<file path="config.mk">
export PLATFORM = sky130hd
export DESIGN_NAME = core_multicycle
export DESIGN_NICKNAME = d
export VERILOG_FILES = /design/src/rtl/core_multicycle.sv
export SDC_FILE = /design/constraint.sdc
export NUM_CORES = 2
export LEC_CHECK = 0
export BUFFER_PORTS_ARGS = -buffer_cell sky130_fd_sc_hd__buf_2
export CORE_ASPECT_RATIO = 1.25
export CORE_MARGIN = 4
export CORE_UTILIZATION = 35
export DETAILED_ROUTE_END_ITERATION = 7
export SLEW_MARGIN = 20
export SYNTH_ARGS = -nofsm -noshare
export SYNTH_HDL_FRONTEND = slang
export SYNTH_SLANG_ARGS = --single-unit
</file>
<file path="constraint.sdc">
create_clock -name clk -period 3.18 [get_ports clk]
set_input_delay 0.477 -clock clk [delete_from_list [all_inputs] [get_ports clk]]
set_output_delay 0.477 -clock clk [all_outputs]
set_load 0.005 [all_outputs]
</file>
<file path="src/rtl/core_multicycle.sv">
// core_multicycle: multi-cycle RV32I-subset core (ADD, SUB, AND, OR, XOR, ADDI, LUI, LW, SW,
// BEQ, BNE, JAL). One instruction at a time through FETCH/DECODE/EXEC/MEM/WB, halting on
// the exit address, an unsupported instruction or a misaligned taken target.
//
// Ports:
//   clk, rst_n                 clock, synchronous active-low reset
//   exit, illegal              halted; halted because of an illegal instruction or target
//   imem_addr/valid/ready/rdata   instruction fetch handshake (rdata valid with ready)
//   dmem_addr/wen/wdata/valid/ready/rdata  data access handshake (wen=1 store, 0 load)

module core_multicycle #(
    parameter int unsigned         WORD_LEN       = 32,
    parameter int unsigned         REGISTER_COUNT = 32,
    parameter logic [WORD_LEN-1:0] RESET_PC       = '0,
    parameter logic [WORD_LEN-1:0] EXIT_ADDR      = WORD_LEN'(8)
) (
    input  logic                clk,
    input  logic                rst_n,
    output logic                exit,
    output logic                illegal,
    output logic [WORD_LEN-1:0] imem_addr,
    output logic                imem_valid,
    input  logic                imem_ready,
    input  logic [WORD_LEN-1:0] imem_rdata,
    output logic [WORD_LEN-1:0] dmem_addr,
    output logic                dmem_wen,
    output logic [WORD_LEN-1:0] dmem_wdata,
    output logic                dmem_valid,
    input  logic                dmem_ready,
    input  logic [WORD_LEN-1:0] dmem_rdata
);

    typedef enum logic [2:0] {StFetch, StDecode, StExec, StMem, StWb, StHalt} state_e;

    typedef enum logic [3:0] {
        OpAdd, OpSub, OpAnd, OpOr, OpXor, OpAddi, OpLui, OpLw, OpSw, OpBeq, OpBne, OpJal, OpIll
    } op_e;

    state_e              state_q, state_d;
    op_e                 op_q, op_d, dec_op;
    logic [WORD_LEN-1:0] pc_q, pc_d;
    logic [WORD_LEN-1:0] ir_q, ir_d;
    logic [WORD_LEN-1:0] rs1_q, rs1_d, rs2_q, rs2_d;
    logic [WORD_LEN-1:0] imm_q, imm_d, dec_imm;
    logic [WORD_LEN-1:0] alu_q, alu_d;
    logic [WORD_LEN-1:0] target_q, target_d;
    logic                take_q, take_d;
    logic [WORD_LEN-1:0] mdr_q, mdr_d;
    logic                illegal_q, illegal_d;
    logic                imem_valid_q, imem_valid_d;
    logic                dmem_valid_q, dmem_valid_d;
    logic [WORD_LEN-1:0] dmem_addr_q, dmem_addr_d;
    logic                dmem_wen_q, dmem_wen_d;
    logic [WORD_LEN-1:0] dmem_wdata_q, dmem_wdata_d;
    logic [WORD_LEN-1:0] rf_q [REGISTER_COUNT];

    logic                rf_we;
    logic [WORD_LEN-1:0] rf_wdata;

    logic [6:0] opcode;
    logic [2:0] funct3;
    logic [6:0] funct7;
    logic [4:0] rd_idx, rs1_idx, rs2_idx;

    assign opcode  = ir_q[6:0];
    assign rd_idx  = ir_q[11:7];
    assign funct3  = ir_q[14:12];
    assign rs1_idx = ir_q[19:15];
    assign rs2_idx = ir_q[24:20];
    assign funct7  = ir_q[31:25];

    // Instruction decode and immediate extraction from the latched IR.
    always_comb begin
        dec_op  = OpIll;
        dec_imm = '0;
        case (opcode)
            7'h33: begin
                if (funct7 == 7'h00) begin
                    case (funct3)
                        3'h0:    dec_op = OpAdd;
                        3'h4:    dec_op = OpXor;
                        3'h6:    dec_op = OpOr;
                        3'h7:    dec_op = OpAnd;
                        default: dec_op = OpIll;
                    endcase
                end else if (funct7 == 7'h20 && funct3 == 3'h0) begin
                    dec_op = OpSub;
                end
            end
            7'h13: begin
                if (funct3 == 3'h0) dec_op = OpAddi;
                dec_imm = {{20{ir_q[31]}}, ir_q[31:20]};
            end
            7'h37: begin
                dec_op  = OpLui;
                dec_imm = {ir_q[31:12], 12'h000};
            end
            7'h03: begin
                if (funct3 == 3'h2) dec_op = OpLw;
                dec_imm = {{20{ir_q[31]}}, ir_q[31:20]};
            end
            7'h23: begin
                if (funct3 == 3'h2) dec_op = OpSw;
                dec_imm = {{20{ir_q[31]}}, ir_q[31:25], ir_q[11:7]};
            end
            7'h63: begin
                if (funct3 == 3'h0) dec_op = OpBeq;
                else if (funct3 == 3'h1) dec_op = OpBne;
                dec_imm = {{19{ir_q[31]}}, ir_q[31], ir_q[7], ir_q[30:25], ir_q[11:8], 1'b0};
            end
            7'h6f: begin
                dec_op  = OpJal;
                dec_imm = {{11{ir_q[31]}}, ir_q[31], ir_q[19:12], ir_q[20], ir_q[30:21], 1'b0};
            end
            default: dec_op = OpIll;
        endcase
    end

    // Next-state and datapath control.
    always_comb begin
        state_d      = state_q;
        op_d         = op_q;
        pc_d         = pc_q;
        ir_d         = ir_q;
        rs1_d        = rs1_q;
        rs2_d        = rs2_q;
        imm_d        = imm_q;
        alu_d        = alu_q;
        target_d     = target_q;
        take_d       = take_q;
        mdr_d        = mdr_q;
        illegal_d    = illegal_q;
        dmem_addr_d  = dmem_addr_q;
        dmem_wen_d   = dmem_wen_q;
        dmem_wdata_d = dmem_wdata_q;
        rf_we        = 1'b0;
        rf_wdata     = (op_q == OpLw) ? mdr_q : alu_q;

        unique case (state_q)
            StFetch: begin
                if (pc_q == EXIT_ADDR) begin
                    state_d   = StHalt;
                    illegal_d = 1'b0;
                end else if (imem_valid_q && imem_ready) begin
                    ir_d    = imem_rdata;
                    state_d = StDecode;
                end
            end
            StDecode: begin
                rs1_d = (rs1_idx == 5'd0) ? '0 : rf_q[rs1_idx];
                rs2_d = (rs2_idx == 5'd0) ? '0 : rf_q[rs2_idx];
                imm_d = dec_imm;
                op_d  = dec_op;
                if (dec_op == OpIll) begin
                    state_d   = StHalt;
                    illegal_d = 1'b1;
                end else begin
                    state_d = StExec;
                end
            end
            StExec: begin
                target_d = pc_q + imm_q;
                take_d   = 1'b0;
                case (op_q)
                    OpAdd:   alu_d = rs1_q + rs2_q;
                    OpSub:   alu_d = rs1_q - rs2_q;
                    OpAnd:   alu_d = rs1_q & rs2_q;
                    OpOr:    alu_d = rs1_q | rs2_q;
                    OpXor:   alu_d = rs1_q ^ rs2_q;
                    OpLui:   alu_d = imm_q;
                    OpBeq:   take_d = (rs1_q == rs2_q);
                    OpBne:   take_d = (rs1_q != rs2_q);
                    OpJal: begin
                        alu_d  = pc_q + WORD_LEN'(4);
                        take_d = 1'b1;
                    end
                    default: alu_d = rs1_q + imm_q;
                endcase
                if (take_d && target_d[1:0] != 2'b00) begin
                    state_d   = StHalt;
                    illegal_d = 1'b1;
                end else if (op_q == OpLw || op_q == OpSw) begin
                    // Request fields are frozen here and held for the whole MEM wait.
                    dmem_addr_d  = rs1_q + imm_q;
                    dmem_wen_d   = (op_q == OpSw);
                    dmem_wdata_d = rs2_q;
                    state_d      = StMem;
                end else begin
                    state_d = StWb;
                end
            end
            StMem: begin
                if (dmem_valid_q && dmem_ready) begin
                    if (!dmem_wen_q) mdr_d = dmem_rdata;
                    state_d = StWb;
                end
            end
            StWb: begin
                rf_we = (rd_idx != 5'd0) && (op_q inside {OpAdd, OpSub, OpAnd, OpOr, OpXor,
                                                          OpAddi, OpLui, OpLw, OpJal});
                pc_d    = take_q ? target_q : pc_q + WORD_LEN'(4);
                state_d = StFetch;
            end
            StHalt: state_d = StHalt;
            default: state_d = StHalt;
        endcase

        // Valids are registered: they go high on the edge that enters the requesting state
        // and drop on the handshake edge, since that edge also leaves the state.
        imem_valid_d = (state_d == StFetch) && (pc_d != EXIT_ADDR);
        dmem_valid_d = (state_d == StMem);
    end

    always_ff @(posedge clk) begin
        if (!rst_n) begin
            state_q      <= StFetch;
            op_q         <= OpIll;
            pc_q         <= RESET_PC;
            ir_q         <= '0;
            rs1_q        <= '0;
            rs2_q        <= '0;
            imm_q        <= '0;
            alu_q        <= '0;
            target_q     <= '0;
            take_q       <= 1'b0;
            mdr_q        <= '0;
            illegal_q    <= 1'b0;
            imem_valid_q <= 1'b0;
            dmem_valid_q <= 1'b0;
            dmem_addr_q  <= '0;
            dmem_wen_q   <= 1'b0;
            dmem_wdata_q <= '0;
            for (int unsigned i = 0; i < REGISTER_COUNT; i++) rf_q[i] <= '0;
        end else begin
            state_q      <= state_d;
            op_q         <= op_d;
            pc_q         <= pc_d;
            ir_q         <= ir_d;
            rs1_q        <= rs1_d;
            rs2_q        <= rs2_d;
            imm_q        <= imm_d;
            alu_q        <= alu_d;
            target_q     <= target_d;
            take_q       <= take_d;
            mdr_q        <= mdr_d;
            illegal_q    <= illegal_d;
            imem_valid_q <= imem_valid_d;
            dmem_valid_q <= dmem_valid_d;
            dmem_addr_q  <= dmem_addr_d;
            dmem_wen_q   <= dmem_wen_d;
            dmem_wdata_q <= dmem_wdata_d;
            if (rf_we) rf_q[rd_idx] <= rf_wdata;
        end
    end

    assign exit       = (state_q == StHalt);
    assign illegal    = illegal_q;
    assign imem_addr  = pc_q;
    assign imem_valid = imem_valid_q;
    assign dmem_addr  = dmem_addr_q;
    assign dmem_wen   = dmem_wen_q;
    assign dmem_wdata = dmem_wdata_q;
    assign dmem_valid = dmem_valid_q;

endmodule
</file>
Yosys cells after proc, flatten, opt, wreduce, memory -nomap -nowiden --
Memory sizes are Yosys's and may differ from the RTL's. A register that Yosys moved wholly into a read port is not among the register bits. Index checks and enable logic that the tools add are counted.
Storage, ports and cells: register bits after elaboration 332, memory bits (writable) 1024, bits of input ports 68, output and inout bits 101, logic and storage cells 135, memories 1
Memory list:
- rf_q | words 32, width 32, rd ports 2, clocked after Yosys merged registers in 2, write ports 32, line 55 | logic [WORD_LEN-1:0] rf_q [REGISTER_COUNT];
Operators by class: add/sub/neg operators 5, eq/ne operators 38, mux-type cells 41, bitwise gates (word level) 7, reduce and logical (&&, ||, !) cells 26
Operators with widths (number):
- one-hot mux 32 bit (8 select lines) | 1
- two-way mux 32 bit | 6
- one-hot mux 32 bit (5 select lines) | 1
- adder 32 bit | 3
- adder 32 x 3 -> 32 bit (second input constant) | 1
- bitwise AND 32 bit | 1
- == test 32 bit | 1
- == test 32 x 4 -> 1 bit (second input constant) | 1
- != test 32 bit | 1
- != test 32 x 4 -> 1 bit (second input constant) | 1
- OR 32 bit | 1
- OR reduction 32 bit | 1
- subtractor 32 bit | 1
- bitwise XOR 32 bit | 1
- == test 7 x 6 -> 1 bit (second input constant) | 4
- one-hot mux 4 bit (7 select lines) | 1
- two-way mux 3 bit | 9
- two-way mux 5 bit | 5
- == test 4 bit (second input constant) | 5
- == test 4 x 3 -> 1 bit (second input constant) | 4
- two-way mux 4 bit | 4
- one-hot mux 4 bit (4 select lines) | 1
- == test 3 bit (second input constant) | 5
- one-hot mux 3 bit (5 select lines) | 1
- 25 further kinds | 57

Longest topological paths before layout --
word-level depth 10, gate-level depth with buffers 14, mapped depth without buffers 14

Worst setup path before layout --
OpenSTA, ideal clock, no wires.
path type register to register, start reg op_q[1], end mem rf_q[20][0] (enable), setup time 389 ps, data arrival time 2765 ps, required time 2791 ps, setup slack 25 ps, cell stages (with the launch flop) 11, path buffers 2, clock period less this slack 3155 ps, cells stage by stage dfxtp_1 -> buf_2 -> inv_2 -> nor2_1 -> nand3_1 -> nand2_1 -> nand3_1 -> nor4_2 -> nand2_1 -> clkbuf_1 -> nand2_1
RTL lines:
- start, declared | line 40 | op_e op_q, op_d, dec_op;
- start signal, assigned | line 217 | op_q <= OpIll;
- start signal, assigned | line 236 | op_q <= op_d;
- end, declared | line 55

Final worst setup path --
start reg pc_q[3] (netlist: imem_addr[3]), end reg imem_valid_q (netlist: imem_valid)
On the way: longest elaborated chain between the ends 5, elaborated cells on any way between the ends 9, those cells by class add/sub: 1; eq/ne: 2; mux: 4; reduce/logical: 2
Ends and longest elaborated chain:
- start, declared | line 41 | logic [WORD_LEN-1:0] pc_q, pc_d;
- start signal, assigned | line 237 | pc_q <= pc_d;
- adder 32 x 3 -> 32 bit / == test 32 x 4 -> 1 bit (equally long branches) | line 201, 141
- two-way mux 32 bit / two-way mux 3 bit (equally long branches) | line 201, 141
- two-way mux 32 bit / one-hot mux 3 bit (5 select lines) (equally long branches) | line 139 | unique case (state_q)
- != test 32 x 4 -> 1 bit / logical NOT 3 bit (equally long branches) | line 210 | imem_valid_d = (state_d == StFetch) && (pc_d != EXIT_ADDR);
- logical AND 1 bit (*) | line 210
- end signal, assigned | line 247 | imem_valid_q <= imem_valid_d;
- end, declared | line 50 | logic imem_valid_q, imem_valid_d;
Every way passes the cells marked *; elsewhere a longest branch is shown, timed or not. A chain may end at the register's enable or synchronous reset.

==> impl_metrics.json <==
{
  "worst_setup_path_start_kind": "flop",
  "rrSetupSlack_ns": -0.03,
  "final_layout_size_suffix_gt1_share_pct": 30.2,
  "sequential_element_share_of_the_synthesized_area_pct": 51.0,
  "postLayoutCellArea_um2": 89400,
  "dp_hpwl_um": 197000,
  "post_synth_instance_area_um2": 73700,
  "cts-htree-levels": 4,
  "outcome": "finished, violations left",
  "failed_checks": "setup timing",
  "tritoncts_num_sinks": 1366,
  "route.vias.total": 56400,
  "cell_depth_of_the_worst_flop_to_flop_path": 10,
  "clk_root_buf": "sky130_fd_sc_hd__clkbuf_16",
  "io_pins": 169,
  "slew_viol_final": 0,
  "vias_in_the_first_global_route": 57100,
  "worst_pin_slew_ns": 1.09,
  "dieWidth_um": 419,
  "drt-vias-per-instance": 5.90,
  "finalClockSkew_ns": 0.0315,
  "cts_buffer_depth": 3,
  "synth_edf_count": 1024,
  "count_of_max_cap_constraint_violations": 0,
  "yosysWarningCount": 0,
  "remaining_drc_errors": 0,
  "finalWeightedCongestion": 0.938,
  "starting_density_of_the_core_pct": 35.1,
  "vdd_drop_max_mv": 0.441,
  "fp-row-count": 188,
  "endpoint_kind": "flop",
  "grt_max_degree": 142,
  "min_period_over_period_pct": 101,
  "design.final.nets": 6911,
  "relSlewSlack_pct": 27.3,
  "fill_cell_count": 19500,
  "antenna_violating_nets_left": 0,
  "ys.flop_type": "sky130_fd_sc_hd__edfxtp_1",
  "grt_usage_pct": 25.4,
  "grt-ovfl-total": 0,
  "floorplan.die.height_um": 521,
  "grt_setup_unrepaired": "true",
  "cts_buffers": 144,
  "port-buffer-count": 168,
  "synth_area_per_cell_um2": 12.1,
  "placeableCoreArea_um2": 210000,
  "min_period_ns": 3.21,
  "finalSetupViolCount": 1,
  "antenna_found_initial": 4,
  "flow.area_growth_from_synthesis_pct": 21.2,
  "timing.hold.worst.class": "input pin to flop",
  "worst_ep_arrival_time_ns": 3.89,
  "floorplan.die_area_um2": 218000,
  "worstPathMaxFanout": 6,
  "grt_pass1_wl_um": 401000,
  "powerDensity_nw_per_um2": 516,
  "final_critical_path_setup_slack_ns": -0.0289,
  "drt-initial-drc-count": 6574,
  "syn-instance-count": 6104,
  "critPathKind": "flop to flop",
  "synth.ff_latch_count": 1366,
  "placement.cell_area_um2": 83000,
  "synth-async-reset-ratio_pct": 0,
  "tritoncts": "built",
  "seqCellArea_um2": 37700,
  "timing.hold.worst_path_depth": 3,
  "worst_ep_required_time_ns": 3.86,
  "postLayoutCoreUtil_pct": 42.6,
  "yosysUniqueCellTypes": 107,
  "power.leakage_nw": 30.5,
  "detail_route.wl_per_cell_um": 29.5,
  "drt_pass1_iterations": 6,
  "cts.reportedPaths.clkPinSlew_ns": 0.06,
  "drt_wl_total_um": 282000,
  "clk-insertion-delay-late_ns": 0.81,
  "multi_input_comb_area_um2": 34800,
  "max_clock_freq_mhz": 312,
  "final_hold_viol_count": 0
}
==> path summary, 6_finish.rpt <==
path | endpoint | from
max reg2reg | imem_valid$_SDFF_PN0_ | imem_addr[3]$_SDFF_PN0_
min | flop | imem_rdata[23]
min reg2reg | dmem_wdata[1]$_SDFFE_PN0P_ | dmem_wdata[1]$_SDFFE_PN0P_
max | imem_valid$_SDFF_PN0_ | imem_addr[3]$_SDFF_PN0_
==> flip-flops by register name, indices dropped and copies added, names as in the netlist, named ones only <==
register and cells:
rf_q 1024, dmem_wdata 32, dmem_addr 32, rs1_q 32
state_q 3, take_q 1, dmem_valid 1, imm_q 32
illegal 1, mdr_q 32, rs2_q 32, ir_q 32
target_q 32, alu_q 32, op_q 4, dmem_wen 1
imem_valid 1, imem_addr 32
==> routing by layer <==
| metal | GRT usage [%] | up-vias | routed length [um] |
|---|---|---|---|
| met2 | 43.2 | 3195 | 138000 |
| met3 | 4.41 | 843 | 23900 |
| li1 | - | 23900 | - |
| met4 | 16.5 | 0 | 22200 |
| met5 | 0 | - | 0 |
| met1 | 29.6 | 28400 | 98300 |
==> cell families after synthesis <==
family / share of synthesized area [%]
simple gates: 11.8
flops: 51.0
other cells: 0.00509
fa+ha+maj: 2.81
buf+inv: 3.77
mux: 21.5
compound gates: 8.06
xor+xnor: 1.03
==> critical path: stages, from the launching register on <==
cell,delay [ns]
sky130_fd_sc_hd__dfxtp_1,0.44
sky130_fd_sc_hd__buf_4,0.20
sky130_fd_sc_hd__nand3_2,0.17
sky130_fd_sc_hd__or3_1,0.52
sky130_fd_sc_hd__buf_4,0.20
sky130_fd_sc_hd__a21oi_1,0.12
sky130_fd_sc_hd__o21ai_0,0.14
sky130_fd_sc_hd__or3_1,0.42
sky130_fd_sc_hd__nor4_1,0.42
sky130_fd_sc_hd__nand4b_1,0.15
sky130_fd_sc_hd__o311a_1,0.30
==> stage by stage <==
stage          hold WS (ns)  power (W)  TNS [ns]  worst slack (ns)  std cells
2_1_floorplan         0.425     0.0253         0            0.0252       6135
3_3_place_gp          0.440     0.0290     -5.99            -0.658       9203
5_1_grt              0.0826     0.0475    -0.522            -0.148       9554
4_1_cts              0.0321     0.0460    -0.131           -0.0503       9542
3_5_place_dp          0.445     0.0291     -5.45            -0.571       9203
6_report              0.100     0.0461   -0.0289           -0.0289       9557
==> cells in the final DEF (no fill, tap or decap), types with 115 or more instances in the layout <==
cell and count:
sky130_fd_sc_hd__a21oi_1 391, sky130_fd_sc_hd__mux4_2 641, sky130_fd_sc_hd__nor2_1 1355, sky130_fd_sc_hd__clkbuf_16 145, sky130_fd_sc_hd__nand2_1 340, sky130_fd_sc_hd__buf_2 167
sky130_fd_sc_hd__buf_12 115, sky130_fd_sc_hd__buf_4 595, sky130_fd_sc_hd__dfxtp_1 300, sky130_fd_sc_hd__edfxtp_1 1024, sky130_fd_sc_hd__ha_1 131
==> cells in the mapped netlist, types with 24 or more instances <==
library cell,number,share of area [%]
sky130_fd_sc_hd__nand3_1,56,0.38
sky130_fd_sc_hd__a22oi_1,41,0.42
sky130_fd_sc_hd__mux4_2,641,20
sky130_fd_sc_hd__and2_1,33,0.28
sky130_fd_sc_hd__nor3_1,49,0.33
sky130_fd_sc_hd__buf_2,46,0.31
sky130_fd_sc_hd__inv_1,129,0.66
sky130_fd_sc_hd__o21ai_0,119,0.81
sky130_fd_sc_hd__nor2_1,1359,6.9
sky130_fd_sc_hd__nand2_1,405,2.1
sky130_fd_sc_hd__a211oi_1,24,0.24
sky130_fd_sc_hd__o211ai_1,25,0.25
sky130_fd_sc_hd__xnor2_1,53,0.63
sky130_fd_sc_hd__buf_1,56,0.29
sky130_fd_sc_hd__o22ai_1,33,0.28
sky130_fd_sc_hd__dfxtp_1,342,9.3
sky130_fd_sc_hd__xor2_1,34,0.40
sky130_fd_sc_hd__mux2i_1,142,1.9
sky130_fd_sc_hd__edfxtp_1,1024,42
sky130_fd_sc_hd__clkbuf_1,423,2.2
sky130_fd_sc_hd__a21o_1,39,0.40
sky130_fd_sc_hd__a21oi_1,400,2.7
sky130_fd_sc_hd__ha_1,159,2.7
==> what timing repair did <==
item | in CTS | in global routing
buffers inserted | 14 | 12
endpoints found under the hold margin | 72 | 0
setup endpoints to repair | 22 | 70
cloned | 0 | 0
pin swaps | 29 | 60
hold buffers | 62 | 0
gates resized for setup | 98 | 101
==> power breakdown <==
part	internal [W]	switching [W]	leakage [nW]
clock	0.00917	0.00755	2.21
sequential	0.0197	0.000439	13.3
combinational	0.00429	0.00499	15.0
total	0.0332	0.0130	30.5
==> cell type report <==
cell class              count  area share (%)
flip-flops and latches   1366            42.2
multi-input cells        4084            38.9
repair buffers            948            9.32
clock buffers             192            4.34
well taps                2755            3.86
clock inverters            72           0.787
inverters                 136           0.580
diodes                      4          0.0112
Note: power is estimated with default switching activity, not from simulation.
